**config.mk**
```make
export PLATFORM = sky130hd
export DESIGN_NAME = rom_load_arbiter
export DESIGN_NICKNAME = d
export VERILOG_FILES = /design/src/rtl/rom_load_pkg.sv /design/src/rtl/sync_fifo.sv /design/src/rtl/rom_load_arbiter.sv
export SDC_FILE = /design/constraint.sdc
export NUM_CORES = 1
export LEC_CHECK = 0
export CORE_MARGIN = 10
export CORE_UTILIZATION = 57
export DETAILED_ROUTE_END_ITERATION = 8
export PLACE_DENSITY = 0.87
export SLEW_MARGIN = 20
export SYNTH_ARGS = -nofsm -noshare
export SYNTH_HDL_FRONTEND = slang
export SYNTH_SLANG_ARGS = --single-unit
```
**constraint.sdc**
```tcl
create_clock -name clk_25 -period 3.85 [get_ports clk_25]
set_input_delay 0.77 -clock clk_25 [delete_from_list [all_inputs] [get_ports clk_25]]
set_output_delay 0.77 -clock clk_25 [all_outputs]
set_load 0.1 [all_outputs]
```
**src/rtl/rom_load_pkg.sv**
```systemverilog
// Shared types and defaults for the game ROM download/fetch arbiter.
package rom_load_pkg;

    localparam int ROM_AW          = 16;
    localparam int DEF_ROM_SIZE    = 32'h2000;
    localparam int DEF_HOLD_CYCLES = 16;

    typedef enum logic [1:0] {
        RUN  = 2'd0,
        DL   = 2'd1,
        HOLD = 2'd2
    } state_t;

    typedef struct packed {
        logic [ROM_AW-1:0] addr;
        logic [7:0]        data;
    } rom_entry_t;

endpackage

```
**src/rtl/sync_fifo.sv**
```systemverilog
// Small synchronous FIFO with extra-bit pointers and a flush input.
module sync_fifo #(
    parameter int DEPTH = 4,
    parameter int WIDTH = 8
) (
    input  logic             clk,
    input  logic             reset,
    input  logic             flush,
    input  logic             push,
    input  logic [WIDTH-1:0] push_data,
    input  logic             pop,
    output logic [WIDTH-1:0] pop_data,
    output logic             full,
    output logic             empty
);

    localparam int PW = $clog2(DEPTH);

    logic [PW:0]      wr_ptr;
    logic [PW:0]      rd_ptr;
    logic [WIDTH-1:0] slots [DEPTH];
    logic             do_push;
    logic             do_pop;

    // Same slot index with differing wrap bits means every slot is occupied.
    assign empty    = (wr_ptr == rd_ptr);
    assign full     = (wr_ptr[PW] != rd_ptr[PW]) && (wr_ptr[PW-1:0] == rd_ptr[PW-1:0]);
    assign do_push  = push && !full;
    assign do_pop   = pop && !empty;
    assign pop_data = slots[rd_ptr[PW-1:0]];

    always_ff @(posedge clk) begin
        if (reset || flush) begin
            wr_ptr <= '0;
            rd_ptr <= '0;
        end else begin
            if (do_push) wr_ptr <= wr_ptr + 1'b1;
            if (do_pop)  rd_ptr <= rd_ptr + 1'b1;
        end
    end

    always_ff @(posedge clk) begin
        if (do_push) slots[wr_ptr[PW-1:0]] <= push_data;
    end

endmodule

```
**src/rtl/rom_load_arbiter.sv**
```systemverilog
// Shares the game ROM RAM port between the HPS download writer and the core's
// fetch reader, and holds the core in reset around each download.
module rom_load_arbiter
    import rom_load_pkg::*;
#(
    parameter int AW          = ROM_AW,
    parameter int ROM_SIZE    = DEF_ROM_SIZE,
    parameter int FIFO_DEPTH  = 4,
    parameter int HOLD_CYCLES = DEF_HOLD_CYCLES
) (
    input  logic          clk_25,
    input  logic          reset,
    input  logic          ioctl_download,
    input  logic          ioctl_wr,
    input  logic [AW-1:0] ioctl_addr,
    input  logic [7:0]    ioctl_dout,
    input  logic          rd_req,
    input  logic [AW-1:0] rd_addr,
    output logic          rd_ack,
    output logic          rd_valid,
    output logic [7:0]    rd_data,
    output logic [AW-1:0] mem_addr,
    output logic [7:0]    mem_din,
    output logic          mem_we,
    input  logic [7:0]    mem_dout,
    output logic          core_reset,
    output logic [7:0]    dl_sum,
    output logic [AW:0]   dl_count,
    output logic          dl_drop
);

    localparam int              EW        = AW + 8;
    localparam int              CW        = $clog2(HOLD_CYCLES + 1);
    localparam logic [AW:0]     ROM_LIMIT = (AW+1)'(ROM_SIZE);
    localparam logic [CW-1:0]   HOLD_LOAD = CW'(HOLD_CYCLES);

    state_t          state;
    state_t          state_nx;
    logic [CW-1:0]   hold_cnt;
    logic            dl_entry;
    logic            wr_seen;
    logic            in_range;
    logic            accept;
    logic            pop;
    logic            fifo_full;
    logic            fifo_empty;
    logic [EW-1:0]   head;
    logic            wr_vld_p1;
    logic [AW-1:0]   wr_addr_p1;

    function automatic logic [AW:0] sat_inc(input logic [AW:0] v);
        return (v == '1) ? v : v + 1'b1;
    endfunction

    always_comb begin
        state_nx = state;
        case (state)
            RUN:     if (ioctl_download) state_nx = DL;
            DL:      if (!ioctl_download && fifo_empty) state_nx = HOLD;
            HOLD: begin
                if (ioctl_download)              state_nx = DL;
                else if (hold_cnt <= CW'(1))     state_nx = RUN;
            end
            default: state_nx = HOLD;
        endcase
    end

    assign dl_entry = (state != DL) && (state_nx == DL);
    assign wr_seen  = (state == DL) && ioctl_wr;
    assign in_range = ({1'b0, ioctl_addr} < ROM_LIMIT);
    // Full is judged before this cycle's pop, so a full FIFO never takes a byte.
    assign accept   = wr_seen && in_range && !fifo_full;
    assign pop      = !fifo_empty && !dl_entry;

    // The writer owns the port while anything is buffered or a write is landing.
    assign rd_ack   = !reset && rd_req && fifo_empty && !wr_vld_p1;
    assign mem_addr = rd_ack ? rd_addr : wr_addr_p1;
    assign mem_we   = wr_vld_p1;
    assign rd_data  = rd_valid ? mem_dout : 8'h00;

    sync_fifo #(
        .DEPTH (FIFO_DEPTH),
        .WIDTH (EW)
    ) u_fifo (
        .clk       (clk_25),
        .reset     (reset),
        .flush     (dl_entry),
        .push      (accept),
        .push_data ({ioctl_addr, ioctl_dout}),
        .pop       (pop),
        .pop_data  (head),
        .full      (fifo_full),
        .empty     (fifo_empty)
    );

    // Stage p1: popped entry drives the RAM write port.
    always_ff @(posedge clk_25) begin
        if (reset) begin
            state      <= HOLD;
            hold_cnt   <= HOLD_LOAD;
            core_reset <= 1'b1;
            wr_vld_p1  <= 1'b0;
            wr_addr_p1 <= '0;
            mem_din    <= 8'h00;
            rd_valid   <= 1'b0;
            dl_sum     <= 8'h00;
            dl_count   <= '0;
            dl_drop    <= 1'b0;
        end else begin
            state      <= state_nx;
            core_reset <= (state_nx != RUN);

            if (state != HOLD && state_nx == HOLD)
                hold_cnt <= HOLD_LOAD;
            else if (state == HOLD && hold_cnt != '0)
                hold_cnt <= hold_cnt - 1'b1;

            wr_vld_p1 <= pop;
            if (pop) begin
                wr_addr_p1 <= head[EW-1:8];
                mem_din    <= head[7:0];
            end

            rd_valid <= rd_ack;

            if (dl_entry) begin
                dl_sum   <= 8'h00;
                dl_count <= '0;
                dl_drop  <= 1'b0;
            end else begin
                if (accept) begin
                    dl_count <= sat_inc(dl_count);
                    dl_sum   <= dl_sum + ioctl_dout;
                end
                if (wr_seen && !accept) dl_drop <= 1'b1;
            end
        end
    end

endmodule

```
### After elaboration in Yosys (flattened, before gate mapping)

Memory sizes are Yosys's and may differ from the RTL's. A register that Yosys moved wholly into a read port is not among the register bits.
Index checks and enable logic that the tools add are counted.

| storage, ports and cells | value |
|---|---|
| memories kept | 1 |
| RAM bits | 96 |
| bits of input ports | 53 |
| bits in registers | 42 |
| logic and storage cells | 67 |

Memory list:

| name | words | width | read ports | clocked after Yosys merged registers in | write ports | line | RTL |
|---|---|---|---|---|---|---|---|
| u_fifo.slots | 4 | 24 | 1 | 1 | 1 | sync_fifo.sv:21 | `logic [WIDTH-1:0] slots [DEPTH];` |

| operators by class | value |
|---|---|
| bitwise logic cells | 1 |
| $lt $le $gt $ge | 2 |
| reductions and logical operators | 29 |
| add/sub/neg operators | 5 |
| mux-type cells | 9 |
| equal/unequal tests | 10 |

Operators with widths:

| operator | count |
|---|---|
| $add A17 B1 Y17 const B | 1 |
| $eq A17 B17 Y1 const B | 1 |
| $lt A16 B14 Y1 const B | 1 |
| $mux W16 | 1 |
| $logic_and A1 B1 Y1 | 15 |
| $add A8 B8 Y8 | 1 |
| $mux W2 | 4 |
| $mux W8 | 1 |
| $logic_not A1 Y1 | 7 |
| $add A3 B1 Y3 const B | 2 |
| $pmux W2 S3 | 1 |
| $le A5 B1 Y1 const B | 1 |
| $reduce_bool A5 Y1 | 1 |
| $sub A5 B1 Y5 const B | 1 |
| $eq A2 B1 Y1 const B | 2 |
| $eq A2 B2 Y1 const B | 2 |
| $reduce_or A2 Y1 | 2 |
| $eq A3 B3 Y1 | 1 |
| $eq A2 B2 Y1 | 1 |
| $logic_not A2 Y1 | 1 |
| $mux W1 | 2 |
| $ne A2 B1 Y1 const B | 1 |
| $ne A2 B2 Y1 const B | 1 |
| $reduce_and A2 Y1 | 1 |
| 4 further kinds | 4 |

### Longest topological paths before layout

Gate-level depths: netlist of run 1.

| logic depth | value |
|---|---|
| word-level depth | 9 |
| mapped depth | 9 |

### Modules after synthesis

Synthesis of run 1 repeated with hierarchy kept, for this count alone.

| unflattened totals | value |
|---|---|
| cells, all modules | 549 |
| area total of the unflattened synthesis | 6985.4 um^2 |

Modules (own cells, without submodules):

| module | seq. area each (um^2) | cells each | area each (um^2) | times used |
|---|---|---|---|---|
| sync_fifo | 3042.9 | 194 | 4033.9 | 1 |
| rom_load_arbiter | 1201.2 | 355 | 2951.6 | 1 |

### Least setup slack after synthesis of run 1

No wires, ideal clock.

| timing | value |
|---|---|
| path type | register to output |
| start | register wr_vld_p1 (netlist: mem_we) |
| end | output port mem_addr[10] |
| arrival | 2.202 ns |
| buffers on the path | 1 |
| data required time | 3.080 ns |
| slack | 0.878 ns |
| stages on the path, launching flop included | 5 |
| cell sequence | dfxtp_1 nor2_1 nand3_2 buf_2 mux2_1 |

| between the ends | value |
|---|---|
| longest elaborated chain between the ends | 3 |

RTL lines:

| what | line | RTL |
|---|---|---|
| from (decl) | rom_load_arbiter.sv:48 | `logic wr_vld_p1;` |
| from (signal assigned) | rom_load_arbiter.sv:118 | `wr_vld_p1 <= pop;` |
| $logic_not A1 Y1 | rom_load_arbiter.sv:76 | `assign rd_ack = !reset && rd_req && fifo_empty && !wr_vld_p1;` |
| $logic_and A1 B1 Y1 | rom_load_arbiter.sv:76 |  |
| $mux W16 | rom_load_arbiter.sv:77 | `assign mem_addr = rd_ack ? rd_addr : wr_addr_p1;` |
| to (decl) | rom_load_arbiter.sv:22 | `output logic [AW-1:0] mem_addr,` |

Every way passes these cells.

### Final worst setup path of run 1

| timing | value |
|---|---|
| start | register u_fifo.wr_ptr[0] |
| end | output port mem_addr[9] |

| between the ends | value |
|---|---|
| longest elaborated chain between the ends | 4 |

RTL lines:

| what | line | RTL |
|---|---|---|
| from (decl) | sync_fifo.sv:19 | `logic [PW:0] wr_ptr;` |
| from (signal assigned) | sync_fifo.sv:37 | `if (do_push) wr_ptr <= wr_ptr + 1'b1;` |
| $eq A3 B3 Y1 | sync_fifo.sv:26 | `assign empty = (wr_ptr == rd_ptr);` |
| $logic_and A1 B1 Y1 (2 in series) | rom_load_arbiter.sv:76 |  |
| $mux W16 | rom_load_arbiter.sv:77 |  |

Every way passes these cells.

==> metrics, run 1 <==
max-slew violation count 0; area delta synth->final 30.0%; vias in the first global route 4811; Crit Path Category reg2out; Mapped Area approximately 6800 um2; Cell Rows 39; initial antenna violation count 0; power density over the cells roughly 450 nW/um2; post-synthesis sequential area ratio 0.618; post-route cell area a little under 9000 um2; via count of the routed design 4650; largest net degree at the start of global routing 32; worst setup margin approximately 0.4 ns; Die ar. between 15000 and 20000 um2; layout cells sized above 1 0.170; dpl hpwl approximately 11 mm; routed wire length per instance 20.6 um; Net Count, Synth between 500 and 600; Die Ht around 130 um; final total power 3.94 mW; HP Class reg2reg; fin cells 800; Port Buffers approximately 110; Core Box Area between 10000 and 15000 um2; Worst Setup End Kind output port; dpl cells 768; # diodes 0; DRT iter0 DRCs 292; Post-DRT Antenna Nets 0; area post-placement roughly 8200 um2; setup bufs post-CTS 0; cell taking the most area after synthesis edfxtp_1; f_max just under 300 MHz; Starting Density 0.589; H-tree depth 4; Worst-Margin Slew about 1.0 ns; RSZ-0062 raised after global routing false; CTS root buffer clkbuf_16; Die X around 130 um; clock slew seen by the registers of the worst setup and hold paths 0.06 ns; first-pass GRT wire length 25.4 mm; Slew HR 0.299; num ports around 120; Lkg Pwr ~3 nW; clock latency on the worst-skew pair around 0.42 ns; first-pass detailed-route iteration total 5; critical path arrival 2.68 ns; crit path max fanout 18; cts repair resizes 0; Unique masters post-synth between 40 and 50; Post-synth ARST share 0; top post-synthesis cells by area edfxtp_1 (42%), dfxtp_1 (19%), mux4_2 (7.9%); synth warn 0; period utilization 0.896; post-synthesis sequential element count ~160; share of the synthesized area in the top cell type 0.424; Setup Skew 0.0104 ns; most common cell in the netlist edfxtp_1; maxcap violations 0; NumNets Final between 700 and 800; final worst path period need between 3 and 4 ns; Critical Path RT roughly 3 ns; outcome finished clean; Post-CTS Hold Fix Bufs 0; Placer Congestion 0.873; Post-Synthesis Cells about 520; total track usage 0.196; Max VDD drop ~0.3 mV; Primary FF master, synth edfxtp_1; Place WS about 0.57 ns; Startpoint Class flop; syn avg cell area 13.0 um2; setup_tns 0 ns; DRC Markers 0; setup violators final 0; vias per inst 5.81; commonest cells in the netlist edfxtp_1 (96), nand2_1 (78), dfxtp_1 (66), a21oi_1 (42), nor2_1 (34); GRT overflow 0; WL final about 16 mm; CTS tree done; clock buffer depth 2; Final Hold Vio Count 0; EDFF count, synth 96; cts bufs inserted 17; clk sinks roughly 160
[through the flow]
| step | hold slack, ns | util |
|---|---|---|
| after global routing | 0.479 | 0.765 |
| after floorplan | 0.433 | - |
| final | 0.458 | 0.765 |
| after CTS | 0.457 | 0.765 |
| after global placement | 0.443 | 0.713 |
| after detailed placement | 0.447 | 0.713 |
[kinds of logic after synthesis]
kind of cell    count (synthesis)  share of synthesized area
buf+inv                        33                     0.0224
compound gates                 69                     0.0586
fa+ha+maj                      18                     0.0342
simple gates                  179                      0.131
mux                            42                      0.109
xor+xnor                       21                     0.0270
flops                         162                      0.618
[flip-flops by register name, indices dropped and copies added (netlist names), 2 cells and up]
signal and flops:
mem_din 8, u_fifo.slots 96, dl_sum 8, wr_addr_p1 16, hold_cnt 5, u_fifo.rd_ptr 3, u_fifo.wr_ptr 3, state 2
dl_count 17
[where the power goes]
| part | total, mW | leakage (nW) | internal, mW | switching (mW) |
|---|---|---|---|---|
| registers | 1.87 | 1.40 | 1.85 | 0.0206 |
| logic | 0.377 | 1.40 | 0.149 | 0.228 |
| clock network | 1.69 | 0.293 | 1.00 | 0.688 |
| total | 3.94 | 3.09 | 3.00 | 0.937 |
[metal layers]
metal | share of wire | global-route usage | vias up | wire [um]
li1 | - | - | 2164 | -
met1 | 0.38 | 0.218 | 2272 | 6190
met2 | 0.51 | 0.338 | 192 | 8380
met3 | 0.098 | 0.0763 | 22 | 1610
met4 | 0.016 | 0.0689 | 0 | 266
met5 | 0 | 0 | - | 0
[cells in the final DEF (no fill, tap or decap), types with 11 or more instances in the layout]
cell / count
a21oi_1: 42
edfxtp_1: 96
buf_4: 18
ha_1: 17
clkdlybuf4s50_1: 89
mux2_2: 11
xnor2_1: 11
clkbuf_16: 18
nand2_1: 78
nand3_1: 11
buf_12: 17
dfxtp_1: 65
nor2_1: 33
mux4_2: 24
[worst paths after layout]
kind                                                    start                         end  slack, ns  cells past startpoint
worst max-delay path            u_fifo.wr_ptr[0]$_SDFFE_PP0P_                 mem_addr[9]       0.40                      5
worst min-delay path               wr_addr_p1[4]$_SDFFE_PP0P_  wr_addr_p1[4]$_SDFFE_PP0P_       0.46                      2
worst max register to register       dl_count[7]$_SDFFE_PP0P_    dl_count[7]$_SDFFE_PP0P_       1.40                      9
worst min register to register     wr_addr_p1[4]$_SDFFE_PP0P_  wr_addr_p1[4]$_SDFFE_PP0P_       0.46                      2
[critical path, stage by stage, from the launching register on]
cell and delay (ns):
dfxtp_1 0.38, xnor2_1 0.38, and3_1 0.36, nand3_2 0.44, mux2_1 0.52, buf_12 0.18
[area by class of cell]
class | count | area [um2]
Multi-Input combinational cell | 329 | 2460
Clock inverter | 14 | 151
Clock buffer | 18 | 450
Inverter | 10 | 37.5
Timing Repair Buffer | 124 | 1370
Fill cell | 690 | 2720
Tap cell | 143 | 179
Sequential cell | 162 | 4210
Note: power is estimated with default switching activity, not from simulation.
==> inputs of run 2 (changes only) <==
--- a/config.mk
+++ b/config.mk
@@ -5,10 +5,12 @@
 export SDC_FILE = /design/constraint.sdc
 export NUM_CORES = 1
 export LEC_CHECK = 0
+export CAP_MARGIN = 15
 export CORE_MARGIN = 10
 export CORE_UTILIZATION = 57
 export DETAILED_ROUTE_END_ITERATION = 8
-export PLACE_DENSITY = 0.87
+export HOLD_SLACK_MARGIN = 0.12
+export PLACE_DENSITY = 0.83
 export SLEW_MARGIN = 20
 export SYNTH_ARGS = -nofsm -noshare
 export SYNTH_HDL_FRONTEND = slang
==> metrics, run 2 (synthesis results as in run 1) <==
outcome finished clean; Post-DRT Antenna Nets 0; GRT overflow 0; setup violators final 0; Placer Congestion about 0.82; power density over the cells 430 nW/um2; Post-CTS Hold Fix Bufs 0; final total power about 3.8 mW; DRT iter0 DRCs slightly below 400; Worst-Margin Slew 1.02 ns; Die ar. ~17000 um2; Largest stage delay, worst path between 0.5 and 0.6 ns; Setup Skew 0.0129 ns; cts repair resizes 0; critical path cell sequence xnor2_1 > and3_1 > nand3_2 > mux2_1 > buf_12; CTS tree done; NumNets Final just over 700; Die X about 130 um; Critical Path RT roughly 3 ns; crit path max fanout 18; # diodes 0; final worst path period need around 3.4 ns; Slew HR 0.318; H-tree depth 4; first-pass GRT wire length roughly 26 mm; max-slew violation count 0; total track usage 0.196; leading cell type in the layout, fill and taps excluded edfxtp_1; clk sinks around 160; maxcap violations 0; via count of the routed design around 4700; most frequent cells in the layout edfxtp_1 (96), clkdlybuf4s50_1 (89), nand2_1 (78); period utilization 0.888; Port Buffers 114; critical path arrival ~2.7 ns; initial antenna violation count 0; clock slew seen by the registers of the worst setup and hold paths 0.06 ns; Starting Density 0.589; WL final around 16 mm; worst setup margin about 0.43 ns; clock latency on the worst-skew pair between 0.4 and 0.5 ns; DRC Markers 0; HP Class reg2reg; dpl hpwl between 10 and 15 mm; Place WS just under 0.5 ns; slowest cell on the critical path mux2_1; setup_tns 0 ns; largest net degree at the start of global routing 32; vias in the first global route a little under 5000; routed wire length per instance 19.9 um; max reg flops 96; f_max slightly below 300 MHz; clock buffer depth 2; Max VDD drop 0.342 mV; Crit Path Category reg2out; num ports approximately 120; Lkg Pwr slightly above 3 nW; cts bufs inserted 17; layout cells sized above 1 0.165; Die Ht roughly 130 um; Startpoint Class flop; first-pass detailed-route iteration total 4; Final Util 0.763; RSZ-0062 raised after global routing false; Cell Rows 39; vias per inst approximately 5.8; Worst Setup End Kind output port; Final Hold Vio Count 0; setup bufs post-CTS 0; area delta synth->final 29.7%; Core Box Area 11600 um2; CTS root buffer clkbuf_16
==> run 2: cell types whose count changed in the layout (fill, tap and decap cells not counted) <==
cell,before,now
clkbuf_1,0,4
inv_6,4,0
buf_12,17,19
clkinv_4,3,1
clkinvlp_4,2,4
bufinv_16,2,1
clkbuf_16,18,17
clkbuf_8,0,1
clkinv_1,0,1
==> run 2: path summary, 6_finish.rpt <==
check	start	endpoint	slack [ns]	cells after the start
min	wr_addr_p1[2]$_SDFFE_PP0P_	wr_addr_p1[2]$_SDFFE_PP0P_	0.45	2
max reg2reg	dl_count[7]$_SDFFE_PP0P_	dl_count[14]$_SDFFE_PP0P_	1.43	9
min reg2reg	wr_addr_p1[2]$_SDFFE_PP0P_	wr_addr_p1[2]$_SDFFE_PP0P_	0.45	2
max	u_fifo.wr_ptr[0]$_SDFFE_PP0P_	mem_addr[11]	0.43	5
==> run 2: final cells by class <==
class	count	area, um2
clock buffers	22	454
clock inverters	10	87.6
fillers	706	2740
inverters	10	37.5
multi-input cells	329	2460
flip-flops and latches	162	4210
well taps	143	179
repair buffers	126	1410
==> run 2: report_power, final <==
group          total (mW)  internal, mW  switching (mW)  leakage [nW]
registers            1.87          1.85          0.0205          1.40
clock network        1.55         0.901           0.647         0.254
logic               0.376         0.149           0.227          1.41
total                3.80          2.90           0.895          3.06
==> run 2: worst max-delay path, delay by kind of cell, from the launching register on <==
family / cells / cell delay, ns
xor+xnor: 1 / 0.31
buf+inv: 1 / 0.18
flops: 1 / 0.38
mux: 1 / 0.53
simple gates: 2 / 0.82
==> run 2: metrics by stage <==
| stage | std cells | hold WS [ns] | area, um2 |
|---|---|---|---|
| global route | 802 | 0.486 | 8830 |
| finish | 802 | 0.454 | 8830 |
| floorplan | 524 | 0.433 | 6810 |
| CTS | 802 | 0.457 | 8820 |
| detailed placement | 770 | 0.448 | 8280 |
| global placement | 770 | 0.444 | 8280 |
==> run 2: metal layers <==
metal | vias up | track usage | routed length [um]
met5 | - | 0 | 0
met4 | 0 | 0.0542 | 83
met3 | 9 | 0.0706 | 1410
met2 | 168 | 0.340 | 8130
met1 | 2311 | 0.224 | 6340
li1 | 2167 | - | -
